**src/rtl/nn_mac_engine.sv**
```systemverilog
// nn_mac_engine: streams a stored pixel vector against each neuron's weight row
// and accumulates one saturating signed dot product per output neuron.
// Ports:
//   clk, n_rst              clock, asynchronous active-low reset
//   start_calc              start request, accepted in IDLE or DONE
//   output_address          result register select for result_output
//   pixel_raddr/rdata       pixel RAM port, data valid one cycle after address
//   weight_raddr/rdata      weight RAM port, row-major, same one-cycle latency
//   result_output           selected result, 0 for addresses beyond N_OUTPUTS
//   done_calc, busy         completion flag and run-in-progress flag
module nn_mac_engine #(
   parameter int N_INPUTS  = 784,
   parameter int N_OUTPUTS = 10,
   parameter int DATA_W    = 16
) (
   input  logic              clk,
   input  logic              n_rst,
   input  logic              start_calc,
   input  logic [3:0]        output_address,
   output logic [9:0]        pixel_raddr,
   input  logic [DATA_W-1:0] pixel_rdata,
   output logic [12:0]       weight_raddr,
   input  logic [DATA_W-1:0] weight_rdata,
   output logic [31:0]       result_output,
   output logic              done_calc,
   output logic              busy
);
   typedef enum logic [2:0] {IDLE, MAC, DRAIN1, DRAIN2, STORE, DONE} state_t;
   localparam logic [9:0] LAST_I = 10'(N_INPUTS - 1);
   localparam logic [3:0] LAST_N = 4'(N_OUTPUTS - 1);
   state_t state_q, state_d;
   logic [9:0] i_q, i_d;
   logic [3:0] n_q, n_d;
   logic [12:0] wa_q, wa_d;
   logic v1_q, v1_d, v2_q, v2_d;
   logic [31:0] prod_q, prod_d, acc_q, acc_d;
   logic [31:0] res_q [N_OUTPUTS];
   logic [31:0] res_d [N_OUTPUTS];
   logic signed [2*DATA_W-1:0] mul;
   logic [32:0] sum;
   always_ff @(posedge clk or negedge n_rst)
      if (!n_rst) begin
         state_q <= IDLE;
         i_q     <= '0;
         n_q     <= '0;
         wa_q    <= '0;
         v1_q    <= 1'b0;
         v2_q    <= 1'b0;
         prod_q  <= '0;
         acc_q   <= '0;
         res_q   <= '{default: '0};
      end else begin
         state_q <= state_d;
         i_q     <= i_d;
         n_q     <= n_d;
         wa_q    <= wa_d;
         v1_q    <= v1_d;
         v2_q    <= v2_d;
         prod_q  <= prod_d;
         acc_q   <= acc_d;
         res_q   <= res_d;
      end
   always_comb begin
      state_d = state_q;
      i_d     = i_q;
      n_d     = n_q;
      wa_d    = wa_q;
      res_d   = res_q;
      // v1 marks RAM data returning this cycle, v2 marks a valid product register
      v1_d    = state_q == MAC;
      v2_d    = v1_q;
      mul     = $signed(pixel_rdata) * $signed(weight_rdata);
      prod_d  = 32'(mul);
      // 33-bit sum: differing top two bits mean the 32-bit result overflowed
      sum     = {acc_q[31], acc_q} + {prod_q[31], prod_q};
      acc_d   = !v2_q ? acc_q : sum[32] == sum[31] ? sum[31:0] : sum[32] ? 32'h8000_0000 : 32'h7FFF_FFFF;
      case (state_q)
         IDLE, DONE: if (start_calc) begin
            state_d = MAC;
            i_d     = '0;
            n_d     = '0;
            wa_d    = '0;
            v1_d    = 1'b0;
            v2_d    = 1'b0;
            acc_d   = '0;
         end
         MAC: begin
            i_d     = i_q + 10'd1;
            wa_d    = wa_q + 13'd1;
            state_d = i_q == LAST_I ? DRAIN1 : MAC;
         end
         DRAIN1: state_d = DRAIN2;
         DRAIN2: state_d = STORE;
         STORE: begin
            for (int k = 0; k < N_OUTPUTS; k++)
               if (n_q == 4'(k)) res_d[k] = acc_q;
            acc_d   = '0;
            i_d     = '0;
            n_d     = n_q == LAST_N ? n_q : n_q + 4'd1;
            state_d = n_q == LAST_N ? DONE : MAC;
         end
         default: state_d = IDLE;
      endcase
   end
   always_comb begin
      result_output = '0;
      for (int k = 0; k < N_OUTPUTS; k++)
         if (output_address == 4'(k)) result_output = res_q[k];
   end
   assign pixel_raddr  = i_q;
   assign weight_raddr = wa_q;
   assign done_calc    = state_q == DONE;
   assign busy         = state_q inside {MAC, DRAIN1, DRAIN2, STORE};
endmodule

```
**config.mk**
```make
export PLATFORM = sky130hd
export DESIGN_NAME = nn_mac_engine
export DESIGN_NICKNAME = d
export VERILOG_FILES = /design/src/rtl/nn_mac_engine.sv
export SDC_FILE = /design/constraint.sdc
export NUM_CORES = 1
export LEC_CHECK = 0
export CAP_MARGIN = 20
export CORE_AREA = 2 2 228 230
export DETAILED_ROUTE_END_ITERATION = 10
export DIE_AREA = 0 0 230 232
export GPL_TIMING_DRIVEN = 0
export PLACE_DENSITY = 0.81
export REMOVE_ABC_BUFFERS = 1
export SYNTH_ARGS = -nofsm -noshare
export SYNTH_HDL_FRONTEND = slang
export SYNTH_SLANG_ARGS = --single-unit
```
**constraint.sdc**
```tcl
create_clock -name clk -period 3.3 [get_ports clk]
set_clock_uncertainty 0.15 [all_clocks]
set_input_delay 0.33 -clock clk [delete_from_list [all_inputs] [get_ports clk]]
set_output_delay 0.33 -clock clk [all_outputs]
set_load 0.02 [all_outputs]
```
* Word level (Yosys, flattened, before mapping)
Index checks and enable logic that the tools add are counted.
Storage, ports and cells: register bits 416, latch bits 0, bits in writable memories 0, ROM bits 0, bits of input ports 39, memories 0
Operators by class: add/sub/neg operators 4, multipliers 1, div/mod/pow operators 0, $lt $le $gt $ge 0, equality and inequality tests 27, shift-type cells 0, mux-type cells 30, bitwise operators 0, reduce and logical (&&, ||, !) cells 21
Operators by type and width (number):
- 32-bit 2-to-1 mux | 14
- 32-bit one-hot mux with 2 select lines | 1
- 32-bit by 32-bit adder with 33-bit output | 1
- 4-bit by 3-bit equality test with 1-bit output (second input constant) | 8
- 16-bit by 16-bit multiplier with 32-bit output | 1
- 10-bit one-hot mux with 3 select lines | 1
- 13-bit one-hot mux with 2 select lines | 1
- 2-bit AND reduction | 12
- 4-bit by 2-bit equality test with 1-bit output (second input constant) | 4
- 4-bit equality test (second input constant) | 4
- 3-bit one-hot mux with 5 select lines | 1
- 13-bit by 1-bit adder with 13-bit output (second input constant) | 1
- 13-bit 2-to-1 mux | 1
- 10-bit by 1-bit adder with 10-bit output (second input constant) | 1
- 10-bit equality test (second input constant) | 1
- 10-bit 2-to-1 mux | 1
- 4-bit by 1-bit equality test with 1-bit output (second input constant) | 2
- 4-bit logical NOT | 2
- 4-bit 2-to-1 mux | 2
- 4-bit one-hot mux with 2 select lines | 1
- 3-bit by 2-bit equality test with 1-bit output (second input constant) | 2
- 3-bit equality test (second input constant) | 2
- 3-bit 2-to-1 mux | 2
- 4-bit by 1-bit adder with 4-bit output (second input constant) | 1
- other kinds (11) | 16

* Logic depth before layout (Yosys ltp)
depth in word-level cells 11, depth in mapped cells 25, depth with buffers taken out 23

* Least setup slack after synthesis
Ideal clock, no wire load.
path kind input to register, start input pixel_rdata[11], end register prod_q[31], setup time 0.080 ns, data arrival time 6.118 ns, data required time 3.070 ns, setup slack -3.048 ns, stages on the path 22, buffers on the path 1, cells stage by stage clkbuf_1 -> nand2_1 -> fa_1 -> fa_1 -> fa_1 -> inv_1 -> fa_1 -> fa_1 -> inv_1 -> fa_1 -> inv_1 -> ha_1 -> a21oi_1 -> o21ai_0 -> a2111oi_2 -> o31ai_1 -> a221o_1 -> o21a_1 -> o21a_1 -> a311o_1 -> a21oi_2 -> xnor2_1
On the way: longest elaborated chain between the ends 1
Ends and longest elaborated chain:
- start: declaration | RTL line 21 | input logic [DATA_W-1:0] pixel_rdata,
- 16-bit by 16-bit multiplier with 32-bit output | RTL line 72 | mul = $signed(pixel_rdata) * $signed(weight_rdata);
- named net mul[31] | RTL line 39 | logic signed [2*DATA_W-1:0] mul;
- end signal: assignment | RTL line 59 | prod_q <= prod_d;
- end: declaration | RTL line 36 | logic [31:0] prod_q, prod_d, acc_q, acc_d;
The timed path passes the listed nets, and every way through them passes these cells. A chain may end at the register's enable or synchronous reset.

* Worst setup path in the final report
start input weight_rdata[5], end register prod_q[30]
On the way: longest elaborated chain between the ends 1
Ends and longest elaborated chain:
- start: declaration | RTL line 23 | input logic [DATA_W-1:0] weight_rdata,
- 16-bit by 16-bit multiplier with 32-bit output | RTL line 72
- named net mul[30] | RTL line 39
The timed path passes the listed nets, and every way through them passes these cells.

==> out/results.ini <==
[cts]
ctsLongestPathBuffers=3
path_clk_slew_ns=0.06
cts_tree=done
clk_latency_ns=0.54
root_buffer=clkbuf_16
cts_max_level=2
cts_buffers=40
clock-sinks=416

[floorplan]
core_mm2=0.0509
start_util_pct=56.5
dieArea_mm2=0.0534
fp-row-count=83
dieHeight_um=232
die_width_um=230
ios=96

[logic_synthesis]
synth_top_cell_by_area=dfrtp_1
synth_compound_area_share_pct=9.61
async_reset_ff_share_pct=100
synthSimpleGateAreaFrac_pct=9.62
yosysSeqAreaShare_pct=36.2
yosys_register_bits=416
synth-adder-area-share_pct=23.5
syn_area_mm2=0.0288
muxShareOfSynthArea_pct=12.7
synth-edff-count=0
synth_top_family_by_area=adder cells
ys.flop_type=dfrtp_1
ys_types=70
yosys_warnings=0
synth_xor_area_share_pct=2.28
synth.area.top_cells=dfrtp_1, fa_1, mux2_2
synthCells=2599
synth_top_area_share_pct=36.2
avgSynthCellArea_um2=11.1

[min_path]
min_path_cells=2
hold_end=prod_q[0]$_DFF_PN0_
hp-class=in2reg
min-delay-start=pixel_rdata[0]

[route]
routed_wl_mm=74.9
first_iter_violations=1943
vias=21000
dr.pass1.iters=6
drt-vias-per-instance=6.07
drc=0
wl_per_cell_um=21.7
ant_nets=0

[worst_setup_path]
crit_chain=buf_12 -> buf_8 -> and2_4 -> fa_1 -> inv_2 -> fa_2 -> fa_1 -> inv_2 -> fa_1 -> fa_1 -> inv_1 -> fa_1 -> inv_2 -> ha_4 -> a2111oi_4 -> nor2_1 -> a32oi_2 -> o311ai_4 -> a211oi_2 -> o41ai_2 -> a21oi_1 -> nor2b_2 -> o41ai_2 -> xnor2_1
r2r-end=acc_q[22]$_DFF_PN0_
cp_common_cell=fa_1
path_class=in2reg
r2r_cells=14
max_stage_delay_ns=0.54
crit_slowest_cell=fa_1
path_max_fanout=7
r2r-start=acc_q[1]$_DFF_PN0_
critPathBufInv=6
reg2reg_slack_ns=-0.27
startpoint_type=input port
cp-end-kind=flop
worstPathRequired_ns=3.56
cp.arrival_ns=6.18
critical-path-top-delay-family=adder cells

[place]
port_buffers=95
gp_congestion=0.941
dp_slack_ns=-4.28
dp_hpwl_mm=48.6
dp_cells=3262
dpl-instance-area_mm2=0.0307

[timing]
worst_slew_pin_slew_ns=1.06
setup_viol=56
hold_violations=0
drv_slew=0
finalWorstSetupSlack_ns=-2.61
period_minus_slack_ns=5.91
max_freq_mhz=169
fin_crit_sh_pct=179
relSlewSlack_pct=29.6
grt_setup_unrepaired=true

[final_layout]
final_cell_mix=dfrtp_1, mux2_2, inv_1
final_core_util_pct=67.4
regArea_mm2=0.0104
finalInstanceArea_mm2=0.0343
diodes=0
nFillCells=3401
nets=3168
layout-drive-gt1-share_pct=29.2
layout_commonest_cell=dfrtp_1
multi_input_area_mm2=0.0178
areaGrowthSynthToFinish_pct=19.2
stdcell_count=3456

[grt]
antenna_found_initial=1
grt.overflow.total=0
grt_pass1_vias=22200
grt.total_usage_pct=27.5
grt_pass1_wl_mm=117
grt_max_degree=131

[flow_run]
drv_cap=0

[status]
status=complete, but fails checks
violations=setup timing

## cells by family (layout without fill, tap and decap cells)
| kind of cell | Yosys count | count (layout) |
|---|---|---|
| AND/OR/NAND/NOR | 566 | 567 |
| buffers and inverters | 455 | 628 |
| flip-flops | 416 | 416 |
| adder cells (fa/ha/maj) | 383 | 383 |
| AO/OA/AOI/OAI | 379 | 382 |
| multiplexers | 325 | 325 |
| XOR/XNOR | 75 | 75 |
## worst max path at each step
stage                          startpoint                   end  slack, ns  depth (start not counted)
final                     weight_rdata[5]  prod_q[30]$_DFF_PN0_      -2.61                         24
after global routing      weight_rdata[5]  prod_q[30]$_DFF_PN0_      -2.83                         23
after CTS                 weight_rdata[4]  prod_q[31]$_DFF_PN0_      -2.44                         24
after detailed placement  pixel_rdata[10]  prod_q[31]$_DFF_PN0_      -4.28                         22
after global placement              n_rst   acc_q[30]$_DFF_PN0_     -14.94                          1
after floorplan           weight_rdata[4]  prod_q[31]$_DFF_PN0_      -2.84                         22
## repair_timing
action,4_1_cts,5_1_grt
hold endpoints to repair,62,0
setup endpoints to repair,91,81
resized for setup,391,118
buffers inserted,72,42
pin swaps,115,100
hold buffers,1,0
cloned,5,1
## Yosys cell counts (17+ instances only)
cell type	number
dfrtp_1	416
mux2_2	320
inv_1	307
fa_1	263
nand2_1	211
and2_1	126
ha_1	120
clkbuf_1	114
a22oi_1	99
nor2_1	74
o21ai_0	69
a21oi_1	53
nand3_1	51
xnor2_1	46
nand4_1	32
o221a_2	31
xor2_1	29
buf_1	27
a21o_1	24
nor3_1	17
## through the flow
stage,setup TNS (ns),hold WS [ns]
final,-51.03,0.0420
after global routing,-57.13,0.0362
after CTS,-44.92,0.0121
after detailed placement,-130.74,0.156
after global placement,-6526.34,0.295
after floorplan,-73.41,-0.116
## per-layer routing
metal  wire (µm)  track usage [%]  vias up
met5           0                0        -
li1            -                -     9081
met4        2680             10.1        0
met3        4670             3.54      188
met2       38000             48.5      887
met1       29500             34.7    10800
## cell type report
| cell class | instances | share of cell area [%] |
|---|---|---|
| clock inverters | 10 | 0.387 |
| repair buffers | 248 | 7.81 |
| multi-input cells | 1732 | 52.0 |
| well taps | 680 | 2.48 |
| flip-flops and latches | 416 | 30.4 |
| inverters | 308 | 3.38 |
| clock buffers | 62 | 3.46 |
## flip-flops by register name (all words and copies together) (netlist names)
register	cells
acc_q	32
v2_q	1
res_q	320
pixel_raddr	10
weight_raddr	13
n_q	4
state_q	3
v1_q	1
prod_q	32
## worst reg2reg max path, stage by stage (launching register included)
cell,delay [ns]
dfrtp_2,0.45
ha_4,0.24
a211o_1,0.33
a21o_1,0.24
o211ai_2,0.20
a21o_1,0.22
a31oi_4,0.15
buf_6,0.16
o21ai_4,0.16
nor4_4,0.08
o31ai_4,0.38
buf_6,0.16
o21ai_4,0.07
clkbuf_16,0.24
o221a_4,0.22
Power is left out: the tool's default activity adds up to more than one toggle a clock period on the data nets, which glitch-free logic cannot reach.
